File: config.mk
export PLATFORM = sky130hd
export DESIGN_NAME = path_burst_writer
export DESIGN_NICKNAME = d
export VERILOG_FILES = /design/src/rtl/path_burst_writer.sv
export SDC_FILE = /design/constraint.sdc
export NUM_CORES = 1
export LEC_CHECK = 0
export ABC_AREA = 1
export CORE_MARGIN = 4
export CORE_UTILIZATION = 48
export CTS_BUF_LIST = sky130_fd_sc_hd__clkbuf_8
export CTS_CLUSTER_DIAMETER = 100
export CTS_CLUSTER_SIZE = 14
export DETAILED_ROUTE_END_ITERATION = 10
export PLACE_DENSITY = 0.88
export SYNTH_ARGS = -nofsm -noshare
export SYNTH_HDL_FRONTEND = slang
export SYNTH_SLANG_ARGS = --single-unit
File: constraint.sdc
create_clock -name clk -period 4.3 [get_ports clk]
set_clock_uncertainty 0.15 [all_clocks]
set_input_delay 0.86 -clock clk [delete_from_list [all_inputs] [get_ports clk]]
set_output_delay 0.86 -clock clk [all_outputs]
set_load 0.02 [all_outputs]
File: src/rtl/path_burst_writer.sv
// -----------------------------------------------------------------------------
// path_burst_writer
//
// Avalon-MM write master that copies a planned path from a local path RAM into
// an HPS-visible memory region. The region is one header word at BASE_ADDR,
// followed by MAX_LEN coordinate slots at BASE_ADDR + 4*(i+1). The optional
// clear pass writes CLEAR_WORD to every slot first. The coordinates are copied
// next. The header carrying the clamped length is written last, so software
// that polls the header never sees a partially copied path.
//
// Optional build macro: PATH_WRITER_CHECKSUM_EN
//   When this macro is defined, the block XORs every copied slot word into an
//   accumulator. After the header it writes that value to
//   BASE_ADDR + 4*(MAX_LEN+1).
//
// Ports:
//   clk, reset          clock, synchronous active-high reset
//   start               one-cycle request, sampled only while idle
//   clear_en            run the clear pass (sampled with start)
//   length              coordinates to copy (sampled with start, clamped)
//   busy                high from the cycle after start until done
//   done                one-cycle completion pulse
//   overflow            last accepted length exceeded MAX_LEN
//   src_rd, src_addr    path RAM read strobe / index
//   src_data            {y,x} read data, valid one cycle after src_rd
//   avm_*               Avalon-MM write master
// -----------------------------------------------------------------------------
module path_burst_writer #(
    parameter int          MAX_LEN    = 100,
    parameter int          COORD_W    = 16,
    parameter logic [31:0] BASE_ADDR  = 32'h0000_0000,
    parameter logic [31:0] CLEAR_WORD = 32'hFFFF_FFFF,
    parameter int          IDX_W      = $clog2(MAX_LEN + 1)
) (
    input  logic                 clk,
    input  logic                 reset,
    input  logic                 start,
    input  logic                 clear_en,
    input  logic [IDX_W-1:0]     length,
    output logic                 busy,
    output logic                 done,
    output logic                 overflow,
    output logic                 src_rd,
    output logic [IDX_W-1:0]     src_addr,
    input  logic [2*COORD_W-1:0] src_data,
    output logic [31:0]          avm_address,
    output logic                 avm_write,
    output logic [31:0]          avm_writedata,
    input  logic                 avm_waitrequest
);

    typedef enum logic [2:0] {
        S_IDLE,
        S_CLEAR,
        S_FETCH,
        S_CAPTURE,
        S_WRITE,
        S_HEADER,
`ifdef PATH_WRITER_CHECKSUM_EN
        S_CHECKSUM,
`endif
        S_DONE
    } state_t;

    localparam logic [IDX_W-1:0] MAX_IDX  = IDX_W'(MAX_LEN);
    localparam logic [IDX_W-1:0] LAST_IDX = IDX_W'(MAX_LEN - 1);

    state_t           r_state, w_state_next;
    logic [IDX_W-1:0] r_idx, w_idx_next;
    logic [IDX_W-1:0] r_lc, w_lc_next;
    logic             r_ovf, w_ovf_next;
    logic [31:0]      r_addr, w_addr_next;
    logic [31:0]      r_wdata, w_wdata_next;
    logic             r_write, w_write_next;
`ifdef PATH_WRITER_CHECKSUM_EN
    logic [31:0]      r_csum, w_csum_next;
`endif

    logic [31:0]      w_packed;
    logic [31:0]      w_slot_addr;
    logic [IDX_W-1:0] w_lc_clamped;
    logic             w_wr_ack;

    // x goes to [15:0] and y goes to [31:16]. Each field is zero-extended when
    // COORD_W is narrower than 16 bits.
    generate
        if (COORD_W == 16) begin : g_pack_full
            assign w_packed = {src_data[31:16], src_data[15:0]};
        end else begin : g_pack_narrow
            assign w_packed = {{(16-COORD_W){1'b0}}, src_data[2*COORD_W-1:COORD_W],
                               {(16-COORD_W){1'b0}}, src_data[COORD_W-1:0]};
        end
    endgenerate

    // Slot i sits one word above the header.
    assign w_slot_addr  = BASE_ADDR + ((32'(r_idx) + 32'd1) << 2);
    assign w_lc_clamped = (length > MAX_IDX) ? MAX_IDX : length;
    assign w_wr_ack     = r_write && !avm_waitrequest;

    // Each write state first raises the request and then drops it on the
    // acknowledge. The request register only ever rises from 0, so there is
    // always at least one idle cycle between writes.
    always_comb begin
        w_state_next = r_state;
        w_idx_next   = r_idx;
        w_lc_next    = r_lc;
        w_ovf_next   = r_ovf;
        w_addr_next  = r_addr;
        w_wdata_next = r_wdata;
        w_write_next = r_write;
`ifdef PATH_WRITER_CHECKSUM_EN
        w_csum_next  = r_csum;
`endif
        case (r_state)
            S_IDLE: begin
                if (start) begin
                    w_lc_next    = w_lc_clamped;
                    w_ovf_next   = (length > MAX_IDX);
                    w_idx_next   = '0;
`ifdef PATH_WRITER_CHECKSUM_EN
                    w_csum_next  = '0;
`endif
                    w_state_next = clear_en ? S_CLEAR : S_FETCH;
                end
            end
            S_CLEAR: begin
                if (!r_write) begin
                    w_write_next = 1'b1;
                    w_addr_next  = w_slot_addr;
                    w_wdata_next = CLEAR_WORD;
                end else if (w_wr_ack) begin
                    w_write_next = 1'b0;
                    if (r_idx == LAST_IDX) begin
                        w_idx_next   = '0;
                        w_state_next = S_FETCH;
                    end else begin
                        w_idx_next = r_idx + IDX_W'(1);
                    end
                end
            end
            S_FETCH: begin
                // src_rd is decoded from this state while r_idx != r_lc.
                w_state_next = (r_idx == r_lc) ? S_HEADER : S_CAPTURE;
            end
            S_CAPTURE: begin
                w_wdata_next = w_packed;
                w_addr_next  = w_slot_addr;
`ifdef PATH_WRITER_CHECKSUM_EN
                w_csum_next  = r_csum ^ w_packed;
`endif
                w_state_next = S_WRITE;
            end
            S_WRITE: begin
                if (!r_write) begin
                    w_write_next = 1'b1;
                end else if (w_wr_ack) begin
                    w_write_next = 1'b0;
                    w_idx_next   = r_idx + IDX_W'(1);
                    w_state_next = S_FETCH;
                end
            end
            S_HEADER: begin
                if (!r_write) begin
                    w_write_next = 1'b1;
                    w_addr_next  = BASE_ADDR;
                    w_wdata_next = 32'(r_lc);
                end else if (w_wr_ack) begin
                    w_write_next = 1'b0;
`ifdef PATH_WRITER_CHECKSUM_EN
                    w_state_next = S_CHECKSUM;
`else
                    w_state_next = S_DONE;
`endif
                end
            end
`ifdef PATH_WRITER_CHECKSUM_EN
            S_CHECKSUM: begin
                if (!r_write) begin
                    w_write_next = 1'b1;
                    w_addr_next  = BASE_ADDR + 32'((MAX_LEN + 1) * 4);
                    w_wdata_next = r_csum;
                end else if (w_wr_ack) begin
                    w_write_next = 1'b0;
                    w_state_next = S_DONE;
                end
            end
`endif
            S_DONE: begin
                w_state_next = S_IDLE;
            end
            default: begin
                w_state_next = S_IDLE;
                w_write_next = 1'b0;
            end
        endcase
    end

    always_ff @(posedge clk) begin
        if (reset) begin
            r_state <= S_IDLE;
            r_idx   <= '0;
            r_lc    <= '0;
            r_ovf   <= 1'b0;
            r_addr  <= '0;
            r_wdata <= '0;
            r_write <= 1'b0;
`ifdef PATH_WRITER_CHECKSUM_EN
            r_csum  <= '0;
`endif
        end else begin
            r_state <= w_state_next;
            r_idx   <= w_idx_next;
            r_lc    <= w_lc_next;
            r_ovf   <= w_ovf_next;
            r_addr  <= w_addr_next;
            r_wdata <= w_wdata_next;
            r_write <= w_write_next;
`ifdef PATH_WRITER_CHECKSUM_EN
            r_csum  <= w_csum_next;
`endif
        end
    end

    assign busy          = (r_state != S_IDLE) && (r_state != S_DONE);
    assign done          = (r_state == S_DONE);
    assign overflow      = r_ovf;
    assign src_rd        = (r_state == S_FETCH) && (r_idx != r_lc);
    assign src_addr      = r_idx;
    assign avm_address   = r_addr;
    assign avm_write     = r_write;
    assign avm_writedata = r_wdata;

endmodule
==> run metrics <==
status complete, no violations; routed vias 2825; fin crit period 3.09 ns; Synth warnings 0; average cell area after synthesis 7.61 um2; num rows 28; Worst Hold Endpoint avm_address[8]; Sequential Power Share 0.313; share of layout cells above drive strength 1 0.116; upper clock frequency limit 324 MHz; startpoint types flop; initial core utilization 0.497; Fin. Hold Viols 0; period utilization 0.718; Buffers on Ports 95; initial antenna violation count 0; grt ovf 0; Vias per Instance 5.05; Clk network pwr share 0.216; Area after DPL 0.00381 mm2; Total Routing Usage GR 0.209; post-route cell area 0.00404 mm2; worst endpoint data arrival time 2.08 ns; Slew Limit Headroom 0.552; Post-synth EDFFs 0; post-cts sizing count 0; ys flop type dfxtp_1; # clock sinks 59; reg-to-reg startpoint r_state[0]; Clk Latency, worst-skew pair 0.34 ns; dominant cell type by area after synthesis dfxtp_1; Worst-Margin Slew 0.671 ns; postcts setup bufs 0; Slew Viols, Final 0; sum of negative setup slack 0 ns; # DRC 0; Die Ht 86.3 um; DRT iter0 DRCs 199; # setup viols final 0; pin count of the biggest net entering global routing 34; H-tree levels 3; Sw Ratio 0.408; Die X 86.3 um; CTS buffer count 9; DP HPWL 5630 um; CTS Hold Bufs 0; power share of the combinational group 0.471; Root Driver clkbuf_8; post-synthesis sequential area ratio 0.401; antenna cells 0; R2R cell count 6; nets 524; DRT antenna net count 0; worst min-delay path startpoint avm_address[8]; Mapped Cells 387; largest cells by area after synthesis dfxtp_1, nand2_1, buf_4; Total Wirelength 7690 um; worst reg-to-reg setup slack 2.11 ns; Worst EP required 3.29 ns; RSZ-0062 raised after global routing false; synthesized cell area 0.00295 mm2; Hold Crit Class flop to flop; routability cong. 0.841; leakage power 1.54 nW; P_sw 1.08 mW; Synth cell types 34; DR WL/cell 13.8 um; worst hold path depth 2; vias in the first global route 2649; I/O pin cnt 120; die footprint 0.00745 mm2; core area 0.00592 mm2; first-pass GRT wire length 12300 um; top cell type's share of synthesized area 0.401; Synth-to-Final Area Change 37.0%; asr flop ratio synth 0; number of max-cap violations 0; CTS tree built; Layout Cells excl Fill 559; crit path kind flop to output port; CP endpoint kind output port; cell internal pwr 1.56 mW; RR Endpoint avm_writedata[20]; #FFs+latches synth 59; P per Cell Area 655 mW/mm2; Pre-Repair DR Iteration Count 4; Longest Clk Path Bufs 2; maximum vdd drop 0.421 mV; Cells after DPL 543; Worst-path clk slew 0.06 ns; CP max FO 8
## flip-flops by register name, summed over array words and instances (netlist names)
| register | count |
|---|---|
| avm_address | 8 |
| avm_write | 1 |
| avm_writedata | 32 |
| overflow | 1 |
| r_lc | 7 |
| r_state | 3 |
| src_addr | 7 |
## power by group through the flow
| stage | sequential (mW) | clock [mW] | combinational, mW |
|---|---|---|---|
| 2_1_floorplan | 0.982 | 0 | 0.642 |
| 3_3_place_gp | 0.826 | 0 | 1.22 |
| 3_5_place_dp | 0.833 | 0 | 1.24 |
| 4_1_cts | 0.825 | 0.580 | 1.25 |
| 5_1_grt | 0.848 | 0.603 | 1.36 |
| 6_report | 0.827 | 0.572 | 1.24 |
## final cells by class
cell class              count  area (um2)
inverters                  27         104
repair buffers             97         966
fillers                   500        1890
flip-flops and latches     59        1180
well taps                  75        93.8
multi-input cells         285        1460
clock inverters             5        76.3
clock buffers              11         151
## how the worst max path moves through the flow
stage                      from     end  slack, ns  depth (start not counted)
finish              src_addr[2]  src_rd       1.21                          6
detailed placement  src_addr[2]  src_rd       1.58                          6
CTS                 src_addr[2]  src_rd       1.22                          6
global placement    src_addr[2]  src_rd       1.64                          6
floorplan           src_addr[2]  src_rd       1.97                          6
global route        src_addr[3]  src_rd       1.10                          8
## cell usage in the layout (no fill, tap or decap), types with 2 or more instances in the layout
master and instances:
o21ai_1 2, nand2_2 2, nor2_1 21, a31oi_1 5, a22oi_1 3, nor2_8 2
o21ai_0 40, a21oi_1 29, clkdlybuf4s50_1 95, nand3_1 14, a21oi_2 20, conb_1 24
inv_2 6, xor2_1 4, nand2_1 100, dfxtp_1 59, clkbuf_8 11, nor2_4 2
inv_1 21, nand4_1 2, buf_4 2, xnor2_1 4, o2111ai_1 3, bufinv_16 2
## routing by layer
layer	track usage	part of all wire
met3	0.0865	0.12
met2	0.327	0.47
met5	0	0
met1	0.250	0.39
met4	0.0963	0.017
## worst max-delay path, cell delays in order, from the launching register on
cell	delay, ns
dfxtp_1	0.50
xnor2_1	0.18
and2_1	0.15
nand2_1	0.04
o21ai_0	0.26
inv_1	0.07
clkdlybuf4s50_1	0.54
## metrics by stage
stage	total power, mW	util	hold WS [ns]	setup WS, ns
after floorplan	1.62	-	0.308	1.97
after global routing	2.81	0.682	0.340	1.10
after CTS	2.65	0.682	0.316	1.22
after detailed placement	2.07	0.643	0.306	1.58
after global placement	2.05	0.643	0.305	1.64
final	2.64	0.682	0.317	1.21
## kinds of logic (layout without fill, tap and decap cells)
| logic type | count (synthesis) | count (layout) | share of synthesized area |
|---|---|---|---|
| fa+ha+maj | 1 | 1 | 0.00425 |
| flops | 59 | 59 | 0.401 |
| simple gates | 148 | 148 | 0.223 |
| xor+xnor | 8 | 8 | 0.0238 |
| other cells | 1 | 24 | 0.00127 |
| buf+inv | 66 | 140 | 0.132 |
| compound gates | 104 | 104 | 0.215 |
## synth_stat cells (5+ instances only)
| cell type | count |
|---|---|
| dfxtp_1 | 59 |
| nor2_1 | 21 |
| o21ai_0 | 40 |
| a31oi_1 | 5 |
| a21oi_1 | 29 |
| nand2_1 | 100 |
| buf_4 | 28 |
| clkbuf_1 | 6 |
| a21oi_2 | 20 |
| inv_1 | 20 |
| inv_2 | 6 |
| nand3_1 | 14 |
No activity file was read; power rests on OpenSTA's default activity.
